## config.mk

```make
export PLATFORM = sky130hd
export DESIGN_NAME = score_digit_scheduler
export DESIGN_NICKNAME = d
export VERILOG_FILES = /design/src/rtl/score_digit_scheduler.sv
export SDC_FILE = /design/constraint.sdc
export NUM_CORES = 1
export LEC_CHECK = 0
export ABC_AREA = 1
export ABC_CLOCK_PERIOD_IN_PS = 4900
export CAP_MARGIN = 5
export CORE_MARGIN = 1
export CORE_UTILIZATION = 30
export CTS_BUF_LIST = sky130_fd_sc_hd__clkbuf_16
export CTS_CLUSTER_SIZE = 14
export DETAILED_ROUTE_END_ITERATION = 12
export PLACE_DENSITY = 0.52
export REMOVE_ABC_BUFFERS = 1
export SLEW_MARGIN = 0
export SYNTH_ARGS = -nofsm -noshare
export SYNTH_HDL_FRONTEND = slang
export SYNTH_SLANG_ARGS = --single-unit
```

## constraint.sdc

```tcl
create_clock -name clk -period 4.9 [get_ports clk]
set_clock_uncertainty 0.15 [all_clocks]
set_input_delay 0.49 -clock clk [delete_from_list [all_inputs] [get_ports clk]]
set_output_delay 0.49 -clock clk [all_outputs]
set_load 0.01 [all_outputs]
```

## src/rtl/score_digit_scheduler.sv

```systemverilog
// Score-to-BCD converter (sequential double-dabble) feeding a round-robin
// arbiter that shares one digit-glyph ROM among the four display places.
module score_digit_scheduler #(
  parameter int DIGIT_SIZE = 900,
  parameter int MAX_SCORE  = 9999
) (
  input  logic        clk,
  input  logic        reset,
  input  logic [13:0] score,
  input  logic        score_load,
  output logic        busy,
  output logic [3:0]  digit_ones,
  output logic [3:0]  digit_tens,
  output logic [3:0]  digit_hundreds,
  output logic [3:0]  digit_thousands,
  input  logic [3:0]  req,
  input  logic [9:0]  addr_ones,
  input  logic [9:0]  addr_tens,
  input  logic [9:0]  addr_hundreds,
  input  logic [9:0]  addr_thousands,
  output logic [3:0]  gnt,
  output logic [13:0] rom_addr,
  input  logic        rom_q,
  output logic        pix_valid,
  output logic [3:0]  pix_place,
  output logic        pix
);

  localparam logic [13:0] MAX_S = 14'(MAX_SCORE);
  localparam logic [13:0] DSIZE = 14'(DIGIT_SIZE);
  localparam logic [3:0]  LAST_STEP = 4'd13;

  typedef enum logic {IDLE, CONV} state_t;

  state_t      state_q, state_d;
  logic [3:0]  cnt_q, cnt_d;
  logic [13:0] bin_q, bin_d;
  logic [15:0] bcd_q, bcd_d;
  logic [15:0] digits_q, digits_d;

  logic [1:0]  ptr_q, ptr_d;
  logic [3:0]  gnt_q, gnt_d;
  logic [13:0] rom_addr_q, rom_addr_d;
  logic        oob_q, oob_d;
  logic        pix_valid_q, pix_valid_d;
  logic [3:0]  pix_place_q, pix_place_d;
  logic        pix_kill_q, pix_kill_d;

  // One double-dabble step: add 3 to every nibble >= 5, then shift in next bit.
  function automatic logic [15:0] dabble_step(input logic [15:0] b, input logic in_bit);
    logic [15:0] a;
    a = b;
    for (int unsigned i = 0; i < 4; i++) begin
      if (a[4*i +: 4] >= 4'd5) a[4*i +: 4] = a[4*i +: 4] + 4'd3;
    end
    return (a << 1) | 16'(in_bit);
  endfunction

  // State register
  always_ff @(posedge clk) begin
    if (reset) state_q <= IDLE;
    else       state_q <= state_d;
  end

  // Next-state logic
  always_comb begin
    state_d = state_q;
    case (state_q)
      IDLE:    if (score_load) state_d = CONV;
      CONV:    if (cnt_q == LAST_STEP) state_d = IDLE;
      default: state_d = IDLE;
    endcase
  end

  // Conversion datapath
  always_comb begin
    cnt_d    = cnt_q;
    bin_d    = bin_q;
    bcd_d    = bcd_q;
    digits_d = digits_q;
    if (state_q == IDLE) begin
      if (score_load) begin
        bin_d = (score > MAX_S) ? MAX_S : score;
        bcd_d = '0;
        cnt_d = '0;
      end
    end else begin
      bcd_d = dabble_step(bcd_q, bin_q[13]);
      bin_d = bin_q << 1;
      cnt_d = cnt_q + 4'd1;
      // Published only on the final step so the display never shows a partial value.
      if (cnt_q == LAST_STEP) digits_d = bcd_d;
    end
  end

  always_ff @(posedge clk) begin
    if (reset) begin
      cnt_q    <= '0;
      bin_q    <= '0;
      bcd_q    <= '0;
      digits_q <= '0;
    end else begin
      cnt_q    <= cnt_d;
      bin_q    <= bin_d;
      bcd_q    <= bcd_d;
      digits_q <= digits_d;
    end
  end

  // Round-robin arbiter and ROM address generation
  always_comb begin
    logic       found;
    logic [1:0] gidx;
    logic [1:0] idx;
    logic [3:0] sel_digit;
    logic [9:0] sel_addr;
    logic       oob;
    found = 1'b0;
    gidx  = '0;
    idx   = '0;
    for (int unsigned k = 0; k < 4; k++) begin
      idx = ptr_q + 2'(k);
      if (!found && req[idx]) begin
        found = 1'b1;
        gidx  = idx;
      end
    end
    case (gidx)
      2'd0:    begin sel_digit = digits_q[3:0];   sel_addr = addr_ones;      end
      2'd1:    begin sel_digit = digits_q[7:4];   sel_addr = addr_tens;      end
      2'd2:    begin sel_digit = digits_q[11:8];  sel_addr = addr_hundreds;  end
      default: begin sel_digit = digits_q[15:12]; sel_addr = addr_thousands; end
    endcase
    oob = ({4'b0, sel_addr} >= DSIZE);

    gnt_d      = found ? (4'b0001 << gidx) : '0;
    ptr_d      = found ? gidx + 2'd1 : ptr_q;
    oob_d      = found & oob;
    rom_addr_d = rom_addr_q;
    if (found)
      rom_addr_d = {10'b0, sel_digit} * DSIZE + (oob ? 14'd0 : {4'b0, sel_addr});

    pix_valid_d = |gnt_q;
    pix_place_d = gnt_q;
    pix_kill_d  = oob_q;
  end

  always_ff @(posedge clk) begin
    if (reset) begin
      ptr_q       <= '0;
      gnt_q       <= '0;
      rom_addr_q  <= '0;
      oob_q       <= 1'b0;
      pix_valid_q <= 1'b0;
      pix_place_q <= '0;
      pix_kill_q  <= 1'b0;
    end else begin
      ptr_q       <= ptr_d;
      gnt_q       <= gnt_d;
      rom_addr_q  <= rom_addr_d;
      oob_q       <= oob_d;
      pix_valid_q <= pix_valid_d;
      pix_place_q <= pix_place_d;
      pix_kill_q  <= pix_kill_d;
    end
  end

  // Output logic
  always_comb begin
    busy            = (state_q == CONV);
    digit_ones      = digits_q[3:0];
    digit_tens      = digits_q[7:4];
    digit_hundreds  = digits_q[11:8];
    digit_thousands = digits_q[15:12];
    gnt             = gnt_q;
    rom_addr        = rom_addr_q;
    pix_valid       = pix_valid_q;
    pix_place       = pix_place_q;
    pix             = pix_valid_q & ~pix_kill_q & rom_q;
  end

endmodule

```

# Word level (Yosys, flattened, before mapping)
# Cells that the tools add are included.
[op_classes] addsub=10 n_mul=1 magnitude_cmp=10 eq_ne=3 n_shift=1 mux=37 bitwise_logic=7 reduce_logical=12
[op_table] operator="$mux W14" count=3
[op_table] operator="$mux W16" count=2
[op_table] operator="$mux W4" count=8
[op_table] operator="$pmux W10 S3" count=1
[op_table] operator="$ge A4 B3 Y1 const B" count=4
[op_table] operator="$or A16 B1 Y16" count=1
[op_table] operator="$add A14 B10 Y14" count=1
[op_table] operator="$gt A14 B14 Y1 const B" count=1
[op_table] operator="$add A4 B2 Y4 const B" count=3
[op_table] operator="$lt A2 B3 Y1 const B" count=4
[op_table] operator="$mul A4 B8 Y12 const B" count=1
[op_table] operator="$pmux W4 S3" count=1
[op_table] operator="$ge A10 B10 Y1 const B" count=1
[op_table] operator="$mux W1" count=10
[op_table] operator="$mux W10" count=1
[op_table] operator="$bmux W1 S2" count=4
[op_table] operator="$mux W2" count=4
[op_table] operator="$mux W3" count=2
[op_table] operator="$add A2 B1 Y2 const B" count=2
[op_table] operator="$add A2 B2 Y2 const B" count=2
[op_table] operator="$add A4 B1 Y4 const B" count=1
[op_table] operator="$eq A4 B4 Y1 const B" count=1
[op_table] operator="$reduce_or A2 Y1" count=2
[op_table] operator="$reduce_or A4 Y1" count=1
[op_table] operator="other kinds (12)" count=20
[word_totals] reg_bits=78 in_bits=62 out_inout_bits=41 elab_cells=94

# Depth between registers and ports, before layout
[logic_depth] word_depth=17 ltp_mapped=35 mapped_depth_nobuf=33

# Worst setup path before layout
# OpenSTA, ideal clock, no wires.
[synth_path] path_type="in2reg" start="in req[2]" end="reg rom_addr_q[13] (netlist: rom_addr[13])" setup_time_ps=113 arrival_time_ps=4594 required_ps=4637 path_slack_ps=43 cell_stages=30 n_path_buf=2 path_cell_list="inv_1 -> a21oi_1 -> nand2_1 -> o21ai_2 -> nor2_2 -> and2_4 -> nand2_4 -> nand4_1 -> o21ai_2 -> inv_2 -> ha_1 -> inv_2 -> buf_2 -> buf_2 -> nand2_1 -> o22ai_1 -> inv_1 -> ha_1 -> ha_1 -> ha_1 -> fa_1 -> nand2_1 -> nor2_1 -> nand3_2 -> nand2_1 -> nand2_1 -> nand2_1 -> nand2_1 -> o21ai_1 -> inv_1"
[synth_between] elab_chain_cells=17 elab_cells_between_ends=31 cone_classes="add/sub (1); mul (1); order compare (1); eq/ne (2); mux (19); reduce/logical (7)"
[synth_rtl] element="from (decl)" line="16" source="input logic [3:0] req,"
[synth_rtl] element="parallel branches: the longest is 17 deep, another holds $bmux W1 S2"
[synth_rtl] element="to (signal assigned)" line="160" source="rom_addr_q <= rom_addr_d;"
[synth_rtl] element="to (decl)" line="43" source="logic [13:0] rom_addr_q, rom_addr_d;"
# Several ways; the timed one is not identified. The select of a mux whose other input is x is not followed.
# A chain may end at the register's enable or synchronous reset.

# Worst setup path in the final report
# Same ends and word-level chain as after synthesis.

==> metrics.yaml <==
status: "complete, no violations"
overflow: 0
grt_pass1_wl_um: 20200
async_flop_share: 0
post-route-period-util: 0.946
clock_latency_ps: 340
multiInputGateArea_um2: 2600
die_x_um: 126
hold_class: "reg -> reg"
cts_max_path_buffers: 2
fin_nets: 876
finalSetupViolations: 0
synthAdderAreaFrac: 0.106
cts_max_level: 3
start_util: 0.306
drv_cap: 0
finalCriticalPeriod_ps: 4640
finish.utilization: 0.423
port_buffers: 102
postRouteAntennaNets: 0
postRouteWirelength_um: 12700
end_kind: "flop"
ys_warn_count: 0
synth-simple-area-share: 0.232
yosys.area_share.xor_xnor: 0.0262
synth_top_flop_cell: "dfxtp_1"
r2r_end: "rom_addr[13]"
firstDrtPassIters: 6
layout_common_cells: "nand2_1, clkdlybuf4s50_1, inv_1, dfxtp_1, nor2_1"
rsz0062_at_grt: "false"
slew_headroom: 0.475
critPathMaxFanout: 7
cts_buffers: 9
grt_max_degree: 40
min_from: "oob_q"
cts.sinks: 78
setup.worst_path.start: "req[2]"
antenna_found_initial: 0
fill_cells: 1586
drv_slew: 0
reg2reg_depth: 26
wire_per_inst_um: 13.1
drc_errors: 0
crit_type: "in -> reg"
syn-cell-area_um2: 4630
grt_pass1_vias: 4326
ys_types: 44
drt-initial-drc-count: 199
layout_commonest_cell: "nand2_1"
routabilityCongestion: 0.850
synth-seq-cells: 78
synthTopCellsByArea: "dfxtp_1, nand2_1, ha_1"
grt_usage: 0.161
worst_pin_slew_ps: 787
synth_seq_area_share: 0.337
synth_top_family_by_area: "simple AND/OR/NAND/NOR gates"
drive_gt1_frac: 0.125
rr_startpoint: "ptr_q[1]"
power.density_nw_per_um2: 794
yosysTopAreaCell: "dfxtp_1"
core_um2: 15100
hold_depth: 2
synth.area.mux_share: 0
areaGrowthSynthToFinish_pct: 38.2
clockRootBuffer: "clkbuf_16"
clk_pin_slew_ps: 60
ios: 103
synth-compound-area-share: 0.191
num_rows: 45
dp_hpwl_um: 9810
max_clock_freq_ghz: 0.216
peakVddDrop_v: 0.000478
hold_viol_final: 0
r2r_slack_ps: 330
whs_endpoint: "pix_kill_q"
tns_ps: 0
crit_path_start_kind: "input pin"
drt-vias-per-instance: 4.64
cp.arrival_ps: 4720
final-seq-area_um2: 1560
p_leak_uw: 0.00278
cts_tree: "done"
cp.required_ps: 4990
synth_top_area_frac: 0.337
fp.dieArea_um2: 15900
diodes: 0
syn_avg_cell_area_um2: 7.15
die_h_um: 126
synthCells: 648
synth_edf_count: 0
via_count: 4496
finalPower_uw: 5080
==> Yosys cell counts (2+ instances only) <==
cell type	number
nor3_1	4
a22o_1	4
o31ai_1	2
o21ai_2	8
xor2_1	10
nor2_1	41
a21oi_1	36
nand3_2	2
ha_1	33
inv_1	97
fa_1	4
o21ai_0	24
nand2_2	3
nand2_1	152
buf_2	6
o22ai_2	3
o22ai_1	25
inv_2	5
o21a_1	6
buf_6	2
xnor2_1	2
and2_1	2
or2_1	2
nand4_1	4
nand3_1	30
clkbuf_1	15
or2_2	6
o21ai_1	11
a31oi_1	14
nand2_4	3
a21o_1	2
dfxtp_1	78
==> routing by layer <==
layer | track usage | wire length [um] | vias to the layer above
met1 | 0.185 | 5760 | 2009
met2 | 0.294 | 6190 | 110
li1 | - | - | 2364
met5 | 0 | 0 | -
met3 | 0.0365 | 600 | 13
met4 | 0.0496 | 164 | 0
==> where the power goes <==
group,switching [uW],total [uW],internal (uW),leakage [uW]
sequential,51.0,790,739,0.000636
combinational,2030,3620,1590,0.00201
clock,280,675,395,0.000134
total,2360,5080,2720,0.00278
==> critical path, stage by stage <==
cell	delay, ps
clkdlybuf4s50_1	460
inv_1	70
o21ai_2	120
nand2_1	80
nand2_1	110
inv_1	60
and2_1	170
nand2_1	60
nand4_1	100
o21ai_2	120
inv_2	70
ha_1	210
inv_2	110
nand2_1	90
o22ai_2	160
inv_1	130
fa_1	480
ha_1	350
fa_1	470
a21oi_1	160
nor2_1	60
nor2_1	110
xor2_1	150
inv_1	60
nand2_1	60
nand2_1	40
o21ai_1	110
inv_1	50
==> area by class of cell <==
cell class                 instances  area share
multi-input combinational        444       0.406
clock buffer                       9      0.0352
tap                              188      0.0367
sequential                        78       0.244
timing repair buffer             141       0.206
inverter                         103      0.0608
clock inverter                     7      0.0115
==> worst max-delay path by stage <==
stage	endpoint	slack (ps)	cells past startpoint
after floorplan	rom_addr[13]	80	27
after global placement	rom_addr[13]	-30	28
after detailed placement	rom_addr[11]	-150	26
after CTS	rom_addr[11]	200	23
after global routing	rom_addr[13]	0.2	30
final	rom_addr[13]	260	28
==> cell families after synthesis <==
group           Yosys count
compound gates          142
xor+xnor                 13
fa+ha+maj                37
buf+inv                 126
flops                    78
simple gates            252
==> what timing repair did <==
| item | CTS | global route |
|---|---|---|
| endpoints found under the setup margin | 0 | 7 |
| setup buffers | 0 | 1 |
| resized for setup | 0 | 8 |
| hold buffers | 0 | 0 |
==> flip-flops by register name, indices dropped and copies added (netlist names), 2 cells and up <==
| name | flops |
|---|---|
| bcd_q | 16 |
| bin_q | 14 |
| cnt_q | 4 |
| digits_q | 16 |
| gnt | 4 |
| pix_place | 4 |
| ptr_q | 2 |
| rom_addr | 14 |
==> through the flow <==
step / hold WS (ps) / cell area, um^2 / setup WS, ps / instances
2_1_floorplan: 238 / 4520 / 81.8 / 625
3_3_place_gp: 250 / 6070 / -33.5 / 953
3_5_place_dp: 248 / 6070 / -149 / 953
4_1_cts: 258 / 6360 / 204 / 969
5_1_grt: 267 / 6400 / 0.186 / 970
6_report: 254 / 6400 / 265 / 970
Note: power is estimated with default switching activity, not from simulation.
